--- src/rtl/im2col_window_ctrl.sv ---
// Sliding K x K window patch generator: takes one K-pixel column per handshake and emits flattened K*K patches.
// Latency: one cycle from column accept to patch_valid; a new patch can replace a consumed one in the same cycle.
// Backpressure: single-entry output slot; col_ready drops while a patch is held and patch_ready is low.
module im2col_window_ctrl #(
    parameter int DATA_W  = 16,
    parameter int K       = 5,
    parameter int STRIDE  = 1,
    parameter int IMG_W   = 28,
    parameter int N_BANDS = 24,
    parameter int CW      = $clog2(IMG_W),
    parameter int BW      = (N_BANDS > 1) ? $clog2(N_BANDS) : 1
) (
    input  logic                    clk,
    input  logic                    nrst,
    input  logic                    start,
    input  logic                    col_valid,
    output logic                    col_ready,
    input  logic [K*DATA_W-1:0]     col_in,
    output logic                    patch_valid,
    input  logic                    patch_ready,
    output logic [K*K*DATA_W-1:0]   patch_out,
    output logic [CW-1:0]           patch_col,
    output logic [BW-1:0]           patch_row,
    output logic                    busy,
    output logic                    done
);

    // Stride phase counter width; a stride of 1 still needs a one-bit register.
    localparam int SW = (STRIDE > 1) ? $clog2(STRIDE) : 1;

    localparam logic [CW-1:0] COL_LAST  = CW'(IMG_W - 1);
    localparam logic [CW-1:0] COL_FIRST = CW'(K - 1);
    localparam logic [BW-1:0] BAND_LAST = BW'(N_BANDS - 1);
    localparam logic [SW-1:0] PH_LAST   = SW'(STRIDE - 1);

    typedef enum logic [1:0] {
        ST_IDLE,
        ST_RUN,
        ST_DRAIN
    } state_t;

    state_t             state;
    logic [CW-1:0]      col_cnt;
    logic [BW-1:0]      band_cnt;
    logic [SW-1:0]      ph;

    // Only the K-1 most recent columns are stored: the oldest window column
    // is shifted out on the same accept that brings col_in in, so it is never
    // part of a patch. win[0] is the oldest stored column.
    logic [K*DATA_W-1:0] win [K-1];

    logic               col_acc;
    logic               last_col;
    logic               last_band;
    logic               in_range;
    logic               emit;
    logic [K*K*DATA_W-1:0] next_patch;

    // Input handshake: accept a column only in RUN and when the output slot is free or being drained this cycle.
    always_comb begin
        col_ready = (state == ST_RUN) && (!patch_valid || patch_ready);
        col_acc   = col_valid && col_ready;
        last_col  = (col_cnt == COL_LAST);
        last_band = (band_cnt == BAND_LAST);
        in_range  = (col_cnt >= COL_FIRST);
        emit      = col_acc && in_range && (ph == '0);
    end

    // Assemble the patch seen after this accept: stored columns 0..K-2 plus col_in as the newest column.
    always_comb begin
        next_patch = '0;
        for (int r = 0; r < K; r++) begin
            for (int c = 0; c < K; c++) begin
                if (c == K - 1) begin
                    next_patch[(r*K + c)*DATA_W +: DATA_W] = col_in[r*DATA_W +: DATA_W];
                end else begin
                    next_patch[(r*K + c)*DATA_W +: DATA_W] = win[c][r*DATA_W +: DATA_W];
                end
            end
        end
    end

    // Frame FSM, window shift register, counters and registered output slot.
    always_ff @(posedge clk or negedge nrst) begin
        if (!nrst) begin
            state       <= ST_IDLE;
            col_cnt     <= '0;
            band_cnt    <= '0;
            ph          <= '0;
            for (int c = 0; c < K - 1; c++) begin
                win[c] <= '0;
            end
            patch_valid <= 1'b0;
            patch_out   <= '0;
            patch_col   <= '0;
            patch_row   <= '0;
            busy        <= 1'b0;
            done        <= 1'b0;
        end else begin
            done <= 1'b0;

            // Output slot: a new load wins over a consume in the same cycle, so there is no bubble.
            if (emit) begin
                patch_valid <= 1'b1;
                patch_out   <= next_patch;
                patch_col   <= col_cnt - COL_FIRST;
                patch_row   <= band_cnt;
            end else if (patch_ready) begin
                patch_valid <= 1'b0;
            end

            // The window is never cleared at a band boundary; the first K-1
            // columns of a band overwrite it before the first patch of that band.
            if (col_acc) begin
                for (int c = 0; c < K - 2; c++) begin
                    win[c] <= win[c + 1];
                end
                win[K - 2] <= col_in;
            end

            case (state)
                ST_IDLE: begin
                    if (start) begin
                        state    <= ST_RUN;
                        busy     <= 1'b1;
                        col_cnt  <= '0;
                        band_cnt <= '0;
                        ph       <= '0;
                    end
                end
                ST_RUN: begin
                    if (col_acc) begin
                        // The stride phase only advances once a full window exists.
                        if (in_range) begin
                            ph <= (ph == PH_LAST) ? '0 : ph + 1'b1;
                        end
                        if (last_col) begin
                            col_cnt <= '0;
                            ph      <= '0;
                            if (last_band) begin
                                state <= ST_DRAIN;
                            end else begin
                                band_cnt <= band_cnt + 1'b1;
                            end
                        end else begin
                            col_cnt <= col_cnt + 1'b1;
                        end
                    end
                end
                ST_DRAIN: begin
                    // Leave once the slot is empty or empties this cycle.
                    if (!patch_valid || patch_ready) begin
                        state <= ST_IDLE;
                        busy  <= 1'b0;
                        done  <= 1'b1;
                    end
                end
                default: begin
                    state <= ST_IDLE;
                end
            endcase
        end
    end

endmodule
--- config.mk ---
export PLATFORM = sky130hd
export DESIGN_NAME = im2col_window_ctrl
export DESIGN_NICKNAME = d
export VERILOG_FILES = /design/src/rtl/im2col_window_ctrl.sv
export SDC_FILE = /design/constraint.sdc
export NUM_CORES = 1
export LEC_CHECK = 0
export BUFFER_PORTS_ARGS = -buffer_cell sky130_fd_sc_hd__buf_2
export CORE_UTILIZATION = 52
export DETAILED_ROUTE_END_ITERATION = 8
export GPL_TIMING_DRIVEN = 0
export MAX_ROUTING_LAYER = met4
export PLACE_DENSITY = 0.81
export SYNTH_ARGS = -nofsm -noshare
export SYNTH_HDL_FRONTEND = slang
export SYNTH_SLANG_ARGS = --single-unit
--- constraint.sdc ---
create_clock -name clk -period 2.25 [get_ports clk]
set_input_delay 0.3375 -clock clk [delete_from_list [all_inputs] [get_ports clk]]
set_output_delay 0.3375 -clock clk [all_outputs]
set_load 0.01 [all_outputs]
Yosys cells after proc, flatten, opt, wreduce, memory -nomap -nowiden

Cells that the tools add are included.

Add/sub/neg operators: 4
$lt $le $gt $ge: 1
Equality and inequality tests: 11
Multiplexer cells: 27
Bitwise operators: 1
Reductions and logical operators: 15

Operators with widths:

| cell                  | count |
|---|---|
| $mux W5               | 6 |
| $pmux W5 S2           | 2 |
| $ne A2 B2 Y1 const B  | 6 |
| $mux W1               | 11 |
| $add A5 B1 Y5 const B | 2 |
| $eq A5 B5 Y1 const B  | 2 |
| $mux W2               | 5 |
| $reduce_and A5 Y1     | 2 |
| $pmux W2 S3           | 1 |
| $reduce_and A3 Y1     | 2 |
| $reduce_bool A2 Y1    | 3 |
| $ge A5 B3 Y1 const B  | 1 |
| $sub A5 B3 Y5 const B | 1 |
| $logic_and A1 B1 Y1   | 4 |
| $pmux W1 S2           | 2 |
| $reduce_and A4 Y1     | 1 |
| $ne A3 B3 Y1 const B  | 1 |
| $eq A2 B1 Y1 const B  | 1 |
| $eq A2 B2 Y1 const B  | 1 |
| $logic_not A2 Y1      | 1 |
| $add A1 B1 Y1 const B | 1 |
| $logic_not A1 Y1      | 1 |
| $logic_or A1 B1 Y1    | 1 |
| $not A1 Y1            | 1 |

Flip-flop bits (word level): 746
Input port bits: 85
Output and inout port bits: 414
Word-level logic and storage cells: 73

Longest topological paths before layout

Gate-level depths: netlist of the first run.

Word-level depth: 7
Depth in mapped cells: 8
Mapped depth without buffers: 6

Least setup slack after synthesis of the first run

No wires, ideal clock.

Kind: register -> register
From: reg col_cnt[3]
To: reg patch_out[0]
Setup time: 0.125 ns
Arrival: 1.876 ns
Data required time: 2.125 ns
Setup slack: 0.249 ns
Cell stages (with the launch flop): 8
Path buffers: 2
Clock period less this slack: 2.001 ns
Cell sequence: dfrtp_1 -> inv_1 -> ha_1 -> a211o_1 -> o2111ai_2 -> buf_4 -> buf_6 -> mux2_2

Longest elaborated chain between the ends: 3

Ends and longest elaborated chain:

| item                             | RTL line | text |
|---|---|---|
| start, declared                  | 43       | `logic [CW-1:0] col_cnt;` |
| start signal, assigned           | 146      | `col_cnt <= col_cnt + 1'b1;` |
| $ge A5 B3 Y1                     | 65       | `in_range = (col_cnt >= COL_FIRST);` |
| $logic_and A1 B1 Y1 (2 in a row) | 66       | `emit = col_acc && in_range && (ph == '0);` |
| end signal, assigned             | 105      | `patch_out <= next_patch;` |
| end, declared                    | 21       | `output logic [K*K*DATA_W-1:0] patch_out,` |

No other way between the ends.
A chain may end at the register's enable or synchronous reset.

Final worst setup path of the first run

From: reg col_cnt[2]
To: reg patch_out[357]

Same word-level chain as after synthesis.

==> flow_metrics.env, run 1 <==
export IMPL_status="complete, no violations"
export IMPL_yosysMostFrequentCell="dfrtp_1"
export IMPL_grt_ovfl_total=0
export IMPL_track_usage_pct=26.1
export IMPL_path_clk_slew_ps=60
export IMPL_drv_slew=0
export IMPL_fin_ws_ps=40.9
export IMPL_dpl_instance_area_sq_um=31700
export IMPL_path_class="reg -> reg"
export IMPL_yosysTopAreaCellShare_pct=66.1
export IMPL_drc=0
export IMPL_finalSetupViolCount=0
export IMPL_fin_nets=2405
export IMPL_grt_pass1_vias=17900
export IMPL_gp_congestion=0.845
export IMPL_start_util_pct=53.1
export IMPL_synth_nets=1740
export IMPL_clockPowerShare_pct=22.6
export IMPL_synth_edff_count=0
export IMPL_viasPerCell=5.38
export IMPL_ys_seq_area_share_pct=66.1
export IMPL_worstPathArrival_ps=2680
export IMPL_r2r_end="patch_out[357]$_DFFE_PN0P_"
export IMPL_fill_cells=3497
export IMPL_drt_iter0_markers=730
export IMPL_worstMarginPinSlew_ps=658
export IMPL_routed_wirelength_um=68600
export IMPL_leakage_nw=16.3
export IMPL_p_sw_mw=18.4
export IMPL_cts_buffers=76
export IMPL_synth_area_leaders="dfrtp_1 (66%), mux2_2 (28%), buf_6 (2.7%), mux2_1 (0.88%), ha_1 (0.31%)"
export IMPL_die_w_um=235
export IMPL_slowest_delay_ps=450
export IMPL_ys_warnings_count=0
export IMPL_syn2layout_area_growth_pct=25.6
export IMPL_min_to="patch_out[234]$_DFFE_PN0P_"
export IMPL_end_kind="flip-flop"
export IMPL_synthCells=1648
export IMPL_crit_required_ps=2720
export IMPL_rows=84
export IMPL_relSlewSlack_pct=56.1
export IMPL_async_flop_share_pct=100
export IMPL_syn_avg_cell_area_sq_um=17.1
export IMPL_core_area_sq_um=53100
export IMPL_routedWlPerCell_um=22.4
export IMPL_synth_common_cells="dfrtp_1 (745), mux2_2 (699), buf_6 (68)"
export IMPL_crit_path_cell_trace="ha_1 -> a211o_1 -> o2111ai_4 -> buf_6 -> buf_12 -> buf_8 -> mux2_2"
export IMPL_hpwlAfterDp_um=47300
export IMPL_yosys_area_top_type="dfrtp_1"
export IMPL_intPower_mw=38.5
export IMPL_grt_first_pass_wirelength_um=107000
export IMPL_num_vias=16500
export IMPL_synth_flop_cell="dfrtp_1"
export IMPL_p_seq_share_pct=42.5
export IMPL_cap_viol_max_count=0
export IMPL_yosys_register_bits=745
export IMPL_hold_viol_final=0
export IMPL_fmax_ghz=0.453
export IMPL_antenna_left=0
export IMPL_pin_count=499
export IMPL_fin_crit_ps=2210
export IMPL_start_kind="flip-flop"
export IMPL_place_port_buffers=498
export IMPL_worstSkewPairLatency_ps=610
export IMPL_post_place_ws_ps=-203
export IMPL_critPathMaxFanout=10
export IMPL_ff2ff_setup_slack_ps=40
export IMPL_cts_max_level=3
export IMPL_swShare_pct=32.4
export IMPL_powerDensity_nw_per_um2=1610
export IMPL_slowest_stage="dfrtp_2"
export IMPL_die_h_um=235
export IMPL_clock_sinks=745
export IMPL_p_total_mw=56.9
export IMPL_rsz0062_at_grt="yes"
export IMPL_cts_tree="done"
export IMPL_fin_crit_sh_pct=98.2
export IMPL_clk_path_buf_depth=3
export IMPL_grt_max_degree=133
export IMPL_final_area_sq_um=35400
export IMPL_ir_worst_vdd_mv=0.951
export IMPL_fin_skew_ps=19.1
export IMPL_drive_above_1_share_pct=59.9
export IMPL_holdPathStages=2
export IMPL_r2r_cells=7
export IMPL_cts_root_buf="clkbuf_16"
export IMPL_antenna_found_initial=3
export IMPL_syn_area_sq_um=28200
export IMPL_power_frac_comb_pct=34.9
export IMPL_die_area_sq_um=55100
export IMPL_reg2reg_from="col_cnt[2]$_DFFE_PN0P_"
export IMPL_worstHoldPathType="in -> reg"
export IMPL_synth_cell_type_count=33
export IMPL_hold_path_startpoint="col_in[42]"
export IMPL_dr_pass1_iters=5
==> layout make-up <==
cell class / count / area, sq um / share of cell area (%)
buffer: 83 / 1090 / 3.08
inverter: 11 / 41.3 / 0.117
clock buffer: 112 / 2310 / 6.52
antenna: 3 / 7.51 / 0.0212
sequential: 745 / 18600 / 52.6
timing repair buffer: 587 / 3500 / 9.89
tap: 688 / 861 / 2.43
multi-input combinational: 809 / 8660 / 24.5
clock inverter: 26 / 298 / 0.841
==> registers in the layout, indices dropped and copies added (netlist names) <==
| register | cells |
|---|---|
| patch_out | 400 |
| next_patch | 320 |
| band_cnt | 5 |
| col_cnt | 5 |
| patch_col | 5 |
| patch_row | 5 |
| state | 2 |
| busy | 1 |
| done | 1 |
| patch_valid | 1 |
==> cell usage in the layout, fill, tap and decap left out, drive strengths merged, types with 14 or more instances in the layout <==
master | synthesis | layout
dfrtp | 745 | 745
mux2 | 721 | 721
buf | 83 | 593
clkbuf | 0 | 112
dlygate4sd3 | 0 | 77
nand2 | 20 | 20
o21ai | 16 | 16
clkinv | 0 | 16
inv | 11 | 14
==> routing by layer <==
layer | routed length (um) | share of wire, % | track usage [%]
met5 | 0 | 0 | -
met1 | 27700 | 40 | 31.6
met3 | 3620 | 5.3 | 5.36
met2 | 34500 | 50 | 42.4
met4 | 2780 | 4.0 | 11.7
==> logic make-up after synthesis <==
kind of cell               Yosys count  synth area share, %
DFF                                745                 66.1
muxes                              723                 28.9
buffers and inverters               94                 3.18
and+or+nand+nor                     48                0.826
AOI/OAI and AO/OA                   30                0.652
adders and majority gates            7                0.311
xor gates and xnor gates             1               0.0311
==> repair_timing <==
item	CTS	global route
pin swaps	1	0
hold buffers	78	0
resized for setup	30	33
endpoints found under the hold margin	187	0
buffers inserted	2	3
gates cloned	0	0
endpoints found under the setup margin	410	396
==> through the flow <==
stage / std cells / TNS [ps] / util [%] / hold WS [ps]
after floorplan: 1648 / 0 / - / 41.9
after global placement: 2834 / - / 59.4 / 462
after detailed placement: 2840 / -71510 / 59.8 / 240
after CTS: 3058 / -249 / 66.4 / 3.11
after global routing: 3063 / -308 / 66.7 / 20.1
final: 3064 / 0 / 66.7 / 49.2
==> worst max-delay path by stage <==
stage                           start                     endpoint  slack (ps)  depth (start not counted)
2_1_floorplan  col_cnt[3]$_DFFE_PN0P_     patch_out[0]$_DFFE_PN0P_         250                          7
3_5_place_dp   col_cnt[3]$_DFFE_PN0P_   patch_out[379]$_DFFE_PN0P_        -200                          7
3_3_place_gp                     nrst  next_patch[194]$_DFFE_PN0P_      -13780                          1
5_1_grt        col_cnt[2]$_DFFE_PN0P_   patch_out[342]$_DFFE_PN0P_         -20                          7
4_1_cts        col_cnt[3]$_DFFE_PN0P_    patch_out[99]$_DFFE_PN0P_         -10                          8
6_report       col_cnt[2]$_DFFE_PN0P_   patch_out[357]$_DFFE_PN0P_          40                          7
==> critical path, delay by kind of cell (launching register included) <==
family	cells	cell delay (ps)
buffers and inverters	3	480
adder cells (fa/ha/maj)	1	210
AO/OA/AOI/OAI	2	550
flip-flops	1	450
multiplexers	1	350
==> power groups by stage <==
stage / clock [mW] / combinational, mW / sequential, mW
after floorplan: 0 / 10.1 / 24.9
after global placement: 0 / 18.5 / 23.7
after detailed placement: 0 / 19.2 / 24.2
after CTS: 13.2 / 19.7 / 24.1
after global routing: 13.7 / 21.0 / 24.9
final: 12.9 / 19.9 / 24.2
Power figures use the tool's default switching activity.
==> inputs of run 2 (changes only) <==
--- a/config.mk
+++ b/config.mk
@@ -8,9 +8,8 @@
 export BUFFER_PORTS_ARGS = -buffer_cell sky130_fd_sc_hd__buf_2
 export CORE_UTILIZATION = 52
 export DETAILED_ROUTE_END_ITERATION = 8
-export GPL_TIMING_DRIVEN = 0
 export MAX_ROUTING_LAYER = met4
-export PLACE_DENSITY = 0.81
+export PLACE_DENSITY_LB_ADDON = 0.2
 export SYNTH_ARGS = -nofsm -noshare
 export SYNTH_HDL_FRONTEND = slang
 export SYNTH_SLANG_ARGS = --single-unit
==> flow_metrics.env, run 2 (synthesis gave the netlist of run 1 again) <==
export IMPL_die_w_um=235
export IMPL_ir_worst_vdd_mv=1.07
export IMPL_routed_wirelength_um=62400
export IMPL_rsz0062_at_grt="yes"
export IMPL_holdPathStages=2
export IMPL_r2r_end="patch_out[117]$_DFFE_PN0P_"
export IMPL_slowest_stage="dfrtp_1"
export IMPL_track_usage_pct=23.2
export IMPL_relSlewSlack_pct=59.5
export IMPL_path_class="reg -> reg"
export IMPL_finalSetupViolCount=0
export IMPL_clock_sinks=745
export IMPL_hold_ws_ps=36.9
export IMPL_place_port_buffers=498
export IMPL_dpl_instance_area_sq_um=31700
export IMPL_grt_ovfl_total=0
export IMPL_cts_root_buf="clkbuf_16"
export IMPL_leakage_nw=16.4
export IMPL_final_cell_mix="dfrtp_1 (745), mux2_2 (699), buf_2 (497)"
export IMPL_clk_path_buf_depth=3
export IMPL_final_area_sq_um=35400
export IMPL_cts_max_level=3
export IMPL_grt_max_degree=79
export IMPL_grt_pass1_vias=17000
export IMPL_antenna_left=0
export IMPL_num_vias=16100
export IMPL_finalNonFillerCells=3070
export IMPL_worstSkewPairLatency_ps=610
export IMPL_crit_path_cell_trace="ha_1 -> a211o_1 -> o2111ai_4 -> buf_4 -> buf_12 -> buf_12 -> mux2_2"
export IMPL_cpLargestDelayFamily="compound AO/OA/AOI/OAI gates"
export IMPL_cap_viol_max_count=0
export IMPL_ff2ff_setup_slack_ps=20
export IMPL_grt_first_pass_wirelength_um=97700
export IMPL_critPathMaxFanout=32
export IMPL_viasPerCell=5.24
export IMPL_fin_crit_sh_pct=99.2
export IMPL_slowest_delay_ps=400
export IMPL_start_util_pct=53.1
export IMPL_max_flop_register="patch_out"
export IMPL_hold_path_startpoint="col_in[62]"
export IMPL_hold_viol_final=0
export IMPL_fin_skew_ps=16.5
export IMPL_r2r_cells=7
export IMPL_powerDensity_nw_per_um2=1560
export IMPL_start_kind="flip-flop"
export IMPL_drive_above_1_share_pct=59.8
export IMPL_worstPathArrival_ps=2710
export IMPL_crit_top_cell="buf_12"
export IMPL_dp_cells=2823
export IMPL_fin_crit_ps=2230
export IMPL_cts_buffers=76
export IMPL_rows=84
export IMPL_pin_count=499
export IMPL_critPathBufInv=3
export IMPL_largest_reg_flops=400
export IMPL_worstMarginPinSlew_ps=604
export IMPL_die_h_um=235
export IMPL_routedWlPerCell_um=20.3
export IMPL_critPathLaunch="col_cnt[2]$_DFFE_PN0P_"
export IMPL_crit_required_ps=2730
export IMPL_path_clk_slew_ps=60
export IMPL_dr_pass1_iters=4
export IMPL_fmax_ghz=0.448
export IMPL_status="complete, no violations"
export IMPL_reg2reg_from="col_cnt[2]$_DFFE_PN0P_"
export IMPL_min_to="patch_out[318]$_DFFE_PN0P_"
export IMPL_fin_nets=2415
export IMPL_die_area_sq_um=55100
export IMPL_worstHoldPathType="in -> reg"
export IMPL_layout_commonest_cell="dfrtp_1"
export IMPL_drv_slew=0
export IMPL_end_kind="flip-flop"
export IMPL_gp_congestion=0.811
export IMPL_antenna_found_initial=3
export IMPL_core_area_sq_um=53100
export IMPL_drc=0
export IMPL_drt_iter0_markers=584
export IMPL_syn2layout_area_growth_pct=25.7
export IMPL_hpwlAfterDp_um=42300
export IMPL_cts_tree="done"
[run 2: changes by cell type in the layout (fill, tap and decap cells not counted), sizes merged, moves of 3 or more]
cell         previous run  this run
bufinv                  5         2
inv                    14        17
clkbuf                112       118
buf                   593       589
dlygate4sd3            77        81
[run 2: area by class of cell]
type	count	area, sq um
well taps	688	861
flip-flops and latches	745	18600
diodes	3	7.51
multi-input cells	809	8670
clock buffers	109	2230
clock inverters	25	200
inverters	11	41.3
repair buffers	680	4800
fillers	3727	17600
[run 2: worst max path at each step]
stage                     slack (ps)  cells past startpoint                         end
final                             20                      7  patch_out[117]$_DFFE_PN0P_
after global routing             -70                      8   patch_out[81]$_DFFE_PN0P_
after CTS                        -20                      7  patch_out[179]$_DFFE_PN0P_
after detailed placement         -40                      7  patch_out[179]$_DFFE_PN0P_
after global placement            40                      7  patch_out[222]$_DFFE_PN0P_
after floorplan                  250                      7    patch_out[0]$_DFFE_PN0P_
[run 2: repair_timing]
item / CTS / global route
gates resized for setup: 2 / 10
hold buffers: 81 / 0
setup endpoints to repair: 252 / 387
endpoints found under the hold margin: 191 / 0
gates cloned: 1 / 11
setup buffers: 2 / 15
[run 2: report_power, final]
part	total, mW	switching, mW	internal, mW
clock	12.1	5.02	7.12
combinational	19.2	8.48	10.8
sequential	24.0	3.97	20.0
total	55.4	17.5	37.9
[run 2: metrics by stage]
| step | TNS [ps] | power [mW] | worst slack (ps) | utilization, % |
|---|---|---|---|---|
| 6_report | 0 | 55.4 | 16.9 | 66.8 |
| 4_1_cts | -979 | 55.2 | -23.4 | 66.0 |
| 5_1_grt | -13070 | 58.5 | -68.7 | 66.8 |
| 2_1_floorplan | 0 | 35.0 | 249 | - |
| 3_5_place_dp | -3790 | 42.6 | -37.8 | 59.8 |
| 3_3_place_gp | 0 | 41.8 | 36.4 | 59.8 |
[run 2: per-layer routing]
metal  vias up  GRT usage (%)  share of wire, %
met5         -              -                 0
met4         0           7.22               2.7
met3       108           6.64               6.3
met2       426           36.4                49
met1      8331           29.4                42
li1       7234              -                 -
